### src/rtl/fetch_unit_if.sv
// fetch_unit_if: instruction-memory request/response bus between fetch and imem
interface fetch_unit_if #(parameter int AW = 32);
    logic          req;
    logic [AW-1:0] addr;
    logic          gnt;
    logic          rvalid;
    logic [31:0]   rdata;
    modport master (output req, addr, input gnt, rvalid, rdata);
    modport slave  (input req, addr, output gnt, rvalid, rdata);
endinterface

### src/rtl/fetch_unit.sv
// fetch_unit: single-outstanding instruction fetch with redirect, drop and decode hold
module fetch_unit #(
    parameter int                    ADDR_WIDTH = 32,
    parameter logic [ADDR_WIDTH-1:0] RESET_PC   = 32'hBFC00000
) (
    input  logic                  clk,
    input  logic                  rst_n,
    input  logic                  redir_valid,
    input  logic [1:0]            PCSrc,
    input  logic [ADDR_WIDTH-1:0] pc_imm_target,
    input  logic [ADDR_WIDTH-1:0] jalr_target,
    fetch_unit_if.master          imem,
    input  logic                  id_stall,
    output logic                  instr_valid,
    output logic [31:0]           instr,
    output logic [ADDR_WIDTH-1:0] pc,
    output logic [ADDR_WIDTH-1:0] pc_plus4,
    output logic                  misalign
);
    localparam logic [1:0] S_REQ  = 2'd0;
    localparam logic [1:0] S_WAIT = 2'd1;
    localparam logic [1:0] S_HOLD = 2'd2;

    logic [1:0]            state;
    logic [ADDR_WIDTH-1:0] fetch_pc;
    logic                  drop;
    logic [31:0]           buf_instr;
    logic                  redir;
    logic [ADDR_WIDTH-1:0] raw_target;
    logic [ADDR_WIDTH-1:0] target;
    logic                  pend;
    logic                  resp;
    logic                  load_mem;
    logic                  load_buf;
    logic [1:0]            next_state;

    assign redir      = redir_valid && (PCSrc == 2'b01 || PCSrc == 2'b10);
    assign raw_target = PCSrc == 2'b10 ? {jalr_target[ADDR_WIDTH-1:1], 1'b0} : pc_imm_target;
    assign target     = {raw_target[ADDR_WIDTH-1:2], 2'b00};
    // a request is in flight (or being granted now) whose response must be swallowed
    assign pend       = (state == S_WAIT && !imem.rvalid) || (state == S_REQ && imem.gnt);
    assign resp       = state == S_WAIT && imem.rvalid;
    assign load_mem   = resp && !drop && (!instr_valid || !id_stall);
    assign load_buf   = state == S_HOLD && !id_stall;
    // gating with rst_n keeps the bus quiet while reset is held
    assign imem.req   = rst_n && state == S_REQ;
    assign imem.addr  = fetch_pc;

    // next FSM state when no redirect is present
    always_comb begin
        next_state = state;
        case (state)
            S_REQ:   next_state = imem.gnt ? S_WAIT : S_REQ;
            S_WAIT:  next_state = imem.rvalid ? ((drop || load_mem) ? S_REQ : S_HOLD) : S_WAIT;
            S_HOLD:  next_state = id_stall ? S_HOLD : S_REQ;
            default: next_state = S_REQ;
        endcase
    end

    // fetch state, output slot, skid buffer and redirect handling
    always_ff @(posedge clk or negedge rst_n) begin
        if (!rst_n) begin
            state       <= S_REQ;
            fetch_pc    <= RESET_PC;
            drop        <= 1'b0;
            buf_instr   <= '0;
            instr_valid <= 1'b0;
            instr       <= '0;
            pc          <= '0;
            pc_plus4    <= '0;
            misalign    <= 1'b0;
        end else begin
            misalign <= redir && raw_target[1:0] != 2'b00;
            if (redir) begin
                fetch_pc    <= target;
                instr_valid <= 1'b0;
                drop        <= pend;
                state       <= pend ? S_WAIT : S_REQ;
            end else begin
                if (load_mem || load_buf) begin
                    instr       <= load_mem ? imem.rdata : buf_instr;
                    pc          <= fetch_pc;
                    pc_plus4    <= fetch_pc + ADDR_WIDTH'(4);
                    fetch_pc    <= fetch_pc + ADDR_WIDTH'(4);
                    instr_valid <= 1'b1;
                end else if (!id_stall) begin
                    instr_valid <= 1'b0;
                end
                if (resp && !drop && !load_mem)
                    buf_instr <= imem.rdata;
                if (resp)
                    drop <= 1'b0;
                state <= next_state;
            end
        end
    end
endmodule

### src/flat_wrapper.sv
// flat-port wrapper written by rule: the top's interface ports become plain ports
module fetch_unit_flat 
#(
    parameter int                    ADDR_WIDTH = 32,
    parameter logic [ADDR_WIDTH-1:0] RESET_PC   = 32'hBFC00000
)
  (clk, rst_n, redir_valid, PCSrc, pc_imm_target, jalr_target, id_stall, instr_valid, instr, pc, pc_plus4, misalign, imem_req, imem_addr, imem_gnt, imem_rvalid, imem_rdata);
  fetch_unit_if imem_i ();
  input  logic clk;
  input  logic rst_n;
  input  logic redir_valid;
  input  logic [1:0] PCSrc;
  input  logic [ADDR_WIDTH-1:0] pc_imm_target;
  input  logic [ADDR_WIDTH-1:0] jalr_target;
  input  logic id_stall;
  output logic instr_valid;
  output logic [31:0] instr;
  output logic [ADDR_WIDTH-1:0] pc;
  output logic [ADDR_WIDTH-1:0] pc_plus4;
  output logic misalign;
  output wire logic [$bits(imem_i.req)-1:0] imem_req;
  output wire logic [$bits(imem_i.addr)-1:0] imem_addr;
  input wire logic [$bits(imem_i.gnt)-1:0] imem_gnt;
  input wire logic [$bits(imem_i.rvalid)-1:0] imem_rvalid;
  input wire logic [$bits(imem_i.rdata)-1:0] imem_rdata;
  assign imem_req = imem_i.req;
  assign imem_addr = imem_i.addr;
  assign imem_i.gnt = imem_gnt;
  assign imem_i.rvalid = imem_rvalid;
  assign imem_i.rdata = imem_rdata;
  fetch_unit #(.ADDR_WIDTH(ADDR_WIDTH), .RESET_PC(RESET_PC)) u_core (.clk(clk), .rst_n(rst_n), .redir_valid(redir_valid), .PCSrc(PCSrc), .pc_imm_target(pc_imm_target), .jalr_target(jalr_target), .imem(imem_i), .id_stall(id_stall), .instr_valid(instr_valid), .instr(instr), .pc(pc), .pc_plus4(pc_plus4), .misalign(misalign));
endmodule
### config.mk
export PLATFORM = sky130hd
export DESIGN_NAME = fetch_unit_flat
export DESIGN_NICKNAME = d
export VERILOG_FILES = /design/src/rtl/fetch_unit_if.sv /design/src/rtl/fetch_unit.sv /design/src/flat_wrapper.sv
export SDC_FILE = /design/constraint.sdc
export NUM_CORES = 1
export LEC_CHECK = 0
export ABC_AREA = 0
export CELL_PAD_IN_SITES_DETAIL_PLACEMENT = 1
export CELL_PAD_IN_SITES_GLOBAL_PLACEMENT = 1
export CORE_ASPECT_RATIO = 0.9
export CORE_MARGIN = 5
export CORE_UTILIZATION = 37
export CTS_BUF_LIST = sky130_fd_sc_hd__clkbuf_2
export CTS_CLUSTER_DIAMETER = 40
export DETAILED_ROUTE_END_ITERATION = 16
export PLACE_DENSITY_LB_ADDON = 0.15
export SLEW_MARGIN = 0
export SYNTH_ARGS = -nofsm -noshare
export SYNTH_HDL_FRONTEND = slang
export SYNTH_SLANG_ARGS = --single-unit
### constraint.sdc
create_clock -name clk -period 2.2 [get_ports clk]
set_input_delay 0.66 -clock clk [delete_from_list [all_inputs] [get_ports clk]]
set_output_delay 0.66 -clock clk [all_outputs]
set_load 0.01 [all_outputs]
# After elaboration in Yosys (flattened, before gate mapping)

Cells that the tools add are included.
W data, S select, Z words.

Bits in registers: 165
Input port bits: 104
Output and inout port bits: 131
Word-level logic and storage cells: 58

Add/sub/neg operators: 1
Equality and inequality tests: 5
Multiplexer cells: 16
Bitwise gates (word level): 1
Reduce and logical (&&, ||, !) cells: 26

Operators with widths:

| cell                    | number |
|---|---|
| $mux W32                | 4 |
| $add A32 B3 Y32 const B | 1 |
| $logic_and A1 B1 Y1     | 10 |
| $mux W2                 | 4 |
| $mux W1                 | 7 |
| $pmux W2 S3             | 1 |
| $reduce_bool A2 Y1      | 3 |
| $logic_not A1 Y1        | 5 |
| $logic_or A1 B1 Y1      | 5 |
| $eq A2 B1 Y1 const B    | 2 |
| $eq A2 B2 Y1 const B    | 2 |
| $reduce_and A2 Y1       | 2 |
| $ne A3 B1 Y1 const B    | 1 |
| $logic_not A2 Y1        | 1 |
| $not A1 Y1              | 1 |

# Logic depth before layout (Yosys ltp)

Depth after elaboration: 9
Mapped depth: 10
Mapped depth without buffers: 6

# Worst setup path after synthesis

No wires, ideal clock.

Kind: input -> register
Start point: input PCSrc[0]
End point: register u_core.buf_instr[10]
Library setup time: 0.125 ns
Arrival time: 2.295 ns
Required time: 2.075 ns
Path slack: -0.220 ns
Stages on the path: 6
Buffers on the path: 1
Cell sequence: inv_1 -> ha_1 -> nor2b_1 -> nor4_1 -> buf_2 -> mux2_2

Word-level cells in the longest chain between the ends: 5
Elaborated cells between the ends (all ways): 6
Classes of those cells: eq/ne (2); bitwise (1); reduce/logical (3)

RTL lines:

| item                                                | line               | RTL |
|---|---|---|
| start: declaration                                  | flat_wrapper.sv:12 | `input logic [1:0] PCSrc;` |
| $eq A2 B1 Y1 / $eq A2 B2 Y1 (equally long branches) | fetch_unit.sv:37   | `assign redir = redir_valid && (PCSrc == 2'b01 \|\| PCSrc == 2'b10);` |
| $logic_or A1 B1 Y1 *                                | fetch_unit.sv:37   |  |
| $logic_and A1 B1 Y1 *                               | fetch_unit.sv:37   |  |
| $not A1 Y1 (no source line) *                       | -                  |  |
| $reduce_and A2 Y1 (no source line) *                | -                  |  |
| end signal: assignment                              | fetch_unit.sv:90   | `buf_instr <= imem.rdata;` |
| end: declaration                                    | fetch_unit.sv:27   | `logic [31:0] buf_instr;` |

Every way passes the cells marked *; elsewhere a longest branch is shown, timed or not.
A chain may end at the register's enable or synchronous reset.

# Final worst setup path

Start point: register u_core.state[1]
End point: output imem_req

Word-level cells in the longest chain between the ends: 2

RTL lines:

| item                     | line               | RTL |
|---|---|---|
| start: declaration       | fetch_unit.sv:24   | `logic [1:0] state;` |
| start signal: assignment | fetch_unit.sv:78   | `state <= pend ? S_WAIT : S_REQ;` |
| start signal: assignment | fetch_unit.sv:93   | `state <= next_state;` |
| $logic_not A2 Y1         | fetch_unit.sv:46   | `assign imem.req = rst_n && state == S_REQ;` |
| $logic_and A1 B1 Y1      | fetch_unit.sv:46   |  |
| end: declaration         | flat_wrapper.sv:21 | `output wire logic [$bits(imem_i.req)-1:0] imem_req;` |

No other way between the ends.

==> impl_metrics.py <==
metrics = {
    "status": {
        "outcome": "finished clean",
    },
    "global_routing": {
        "grt-busiest-layer": "met2",
        "antenna_found_initial": 0,
        "use_met2_pct": 36.8,
        "grt_max_degree": 68,
        "gr-usage-met1_pct": 26.4,
        "grt_pass1_vias": 7136,
        "globalRoute.totalOverflow": 0,
        "grt_use_met3_pct": 5.13,
        "grt.total_usage_pct": 21.0,
        "grt_pass1_wl_mm": 39.3,
    },
    "clock_tree": {
        "cts_tree": "done",
        "cts_sinks": 159,
        "cts_made_buffers": 17,
        "clk_pin_slew_ps": 230,
        "clock_path_buffers": 2,
        "clockRootBuffer": "clkbuf_2",
        "clock_latency_ps": 760,
        "cts_htree_levels": 4,
    },
    "synthesis": {
        "synth_edf_count": 0,
        "synth.distinct_cells": 47,
        "ys_seq_elements": 159,
        "synthFlopType": "dfrtp_1",
        "seq_area_frac_synth_pct": 52.5,
        "synthCells": 704,
        "synthTopCellsByArea": "dfrtp_1, mux2_2, mux2i_1",
        "async_flop_share_pct": 100,
        "synth_common_cells": "dfrtp_1, nand2_1, o21ai_0",
        "ys.warnings.count": 0,
        "synth_area_leader_cell": "dfrtp_1",
        "yosys.area.top_type_share_pct": 49.4,
        "synth_area_um2": 7590,
        "yosysMostFrequentCell": "dfrtp_1",
        "syn-mean-instance-area_um2": 10.8,
    },
    "cells_and_area": {
        "utilization_pct": 55.8,
        "final_nets": 1153,
        "area_delta_synth_final_pct": 47.8,
        "final_cells": 1314,
        "n_antenna_cell": 0,
        "layout-drive-gt1-share_pct": 36.6,
        "fillers": 2215,
    },
    "die": {
        "die_h_um": 146,
        "die-area_um2": 23500,
        "initial_utilization_pct": 37.8,
        "row_count": 49,
        "die_w_um": 161,
        "fp.coreArea_um2": 20100,
        "ios": 235,
    },
    "worst_setup_path": {
        "endpoint_kind": "primary output",
        "worst_setup_path_start_kind": "flip-flop",
        "crit_fanout": 4,
        "worstPathRequired_ps": 1540,
        "crit_arrival_ps": 1500,
        "criticalPathCategory": "flip-flop to primary output",
    },
    "place": {
        "dp.cells": 1204,
        "io_buffers": 227,
        "globalplace.congestion": 0.762,
        "dp_hpwl_mm": 17.9,
        "place_ws_ps": -470,
    },
    "sta": {
        "clock.fmax_ghz": 0.462,
        "finalCritPeriodShare_pct": 98.4,
        "finalMaxSlewViolations": 0,
        "fin_ws_ps": 36.0,
        "slew_headroom_pct": 42.5,
        "setup_violations": 0,
        "hold_viol": 0,
        "worstMarginPinSlew_ps": 863,
        "rsz0062_at_grt": "yes",
        "skew_ps": 58.0,
        "holdWs_ps": 504,
        "fin_crit_ps": 2160,
    },
    "hold_path": {
        "hp-class": "primary input to flip-flop",
    },
    "pwr": {
        "total_power_w": 0.0123,
        "power_leakage_nw": 5.17,
        "pwr_density_cell_nw_per_um2": 1090,
        "ir_drop_v": 0.000550,
    },
    "drt": {
        "detail-route-antenna-nets": 0,
        "drt_iter0_markers": 328,
        "wl_per_cell_um": 19.4,
        "drc": 0,
        "vias": 6558,
        "first_pass_iters": 4,
        "drt-vias-per-instance": 4.99,
        "routed_wl_mm": 25.5,
    },
    "job": {
        "drv_cap": 0,
    },
}
==> logic make-up after synthesis <==
logic type | share of synthesized area [%]
xor+xnor | 6.34
mux | 13.1
other cells | 0.0494
flops | 52.5
buf+inv | 3.77
compound gates | 9.98
fa+ha+maj | 0.329
simple gates | 13.9
==> cell type report <==
type / count / area (µm²) / area share [%]
repair buffers: 375 / 3190 / 28.4
clock inverters: 14 / 194 / 1.73
well taps: 255 / 319 / 2.84
flip-flops and latches: 159 / 4010 / 35.7
multi-input cells: 489 / 3410 / 30.4
inverters: 5 / 18.8 / 0.167
clock buffers: 17 / 85.1 / 0.758
==> timing repair <==
action,in CTS,in global routing
setup buffers,48,39
endpoints found under the setup margin,125,131
hold buffers,0,1
hold endpoints to repair,0,3
pin swaps,0,4
resized for setup,274,160
==> metrics by stage <==
stage | TNS (ps) | instance area (µm²)
after CTS | -103 | 11100
after floorplan | -168 | 7630
after detailed placement | -46580 | 10700
after global routing | -659 | 11200
final | 0 | 11200
after global placement | -44420 | 10700
==> where the power goes <==
group | total [W] | switching [W] | internal, W
Clock | 0.00188 | 0.00120 | 0.000677
Combinational | 0.00549 | 0.00262 | 0.00287
Sequential | 0.00492 | 0.000760 | 0.00416
Total | 0.0123 | 0.00458 | 0.00771
==> layer usage <==
metal | up-vias | share of wire, %
met2 | 157 | 51
li1 | 3106 | -
met3 | 19 | 4.5
met4 | 0 | 1.1
met1 | 3276 | 43
met5 | - | 0
==> path summary, 6_finish.rpt <==
check	from	endpoint	slack, ps	cells after the start
max	u_core.state[1]	imem_req	40	2
min	imem_gnt	u_core.state[0]	500	3
max reg2reg	u_core.imem.addr[2]	u_core.pc_plus4[28]	60	8
min reg2reg	u_core.pc_plus4[14]	u_core.pc_plus4[14]	510	2
max in group asynchronous	rst_n	u_core.imem.addr[14]	380	5
min in group asynchronous	rst_n	u_core.pc_plus4[7]	640	4
==> layout by cell type, fill, tap and decap left out, types with 5 or more instances in the layout <==
cell type	Yosys	layout
nand3_1	17	16
buf_4	8	125
mux2_2	59	59
buf_6	1	25
nor2b_1	30	30
dfstp_2	9	9
clkdlybuf4s50_1	0	101
nand4_1	8	8
buf_2	14	10
nor2_1	15	15
a211oi_1	29	29
buf_12	0	15
inv_1	5	5
xnor2_1	27	27
o21ai_0	65	65
conb_1	1	6
mux2i_1	33	33
a21oi_1	31	31
clkdlybuf4s15_1	0	22
nor3_1	6	6
dfrtp_2	0	13
dfrtp_1	150	137
xor2_1	28	28
clkbuf_2	2	93
nand2_1	88	86
==> flip-flops by register name, indices dropped and copies added (netlist names) <==
name,flops
u_core.buf_instr,32
u_core.drop,1
u_core.instr,32
u_core.imem.addr,30
u_core.state,2
u_core.pc,30
u_core.pc_plus4,30
u_core.misalign,1
u_core.instr_valid,1
==> worst max-delay path: stages (launching register included) <==
cell	delay, ps
dfrtp_2	490
nor3b_2	140
buf_2	160
(Power assumes the default switching activity.)
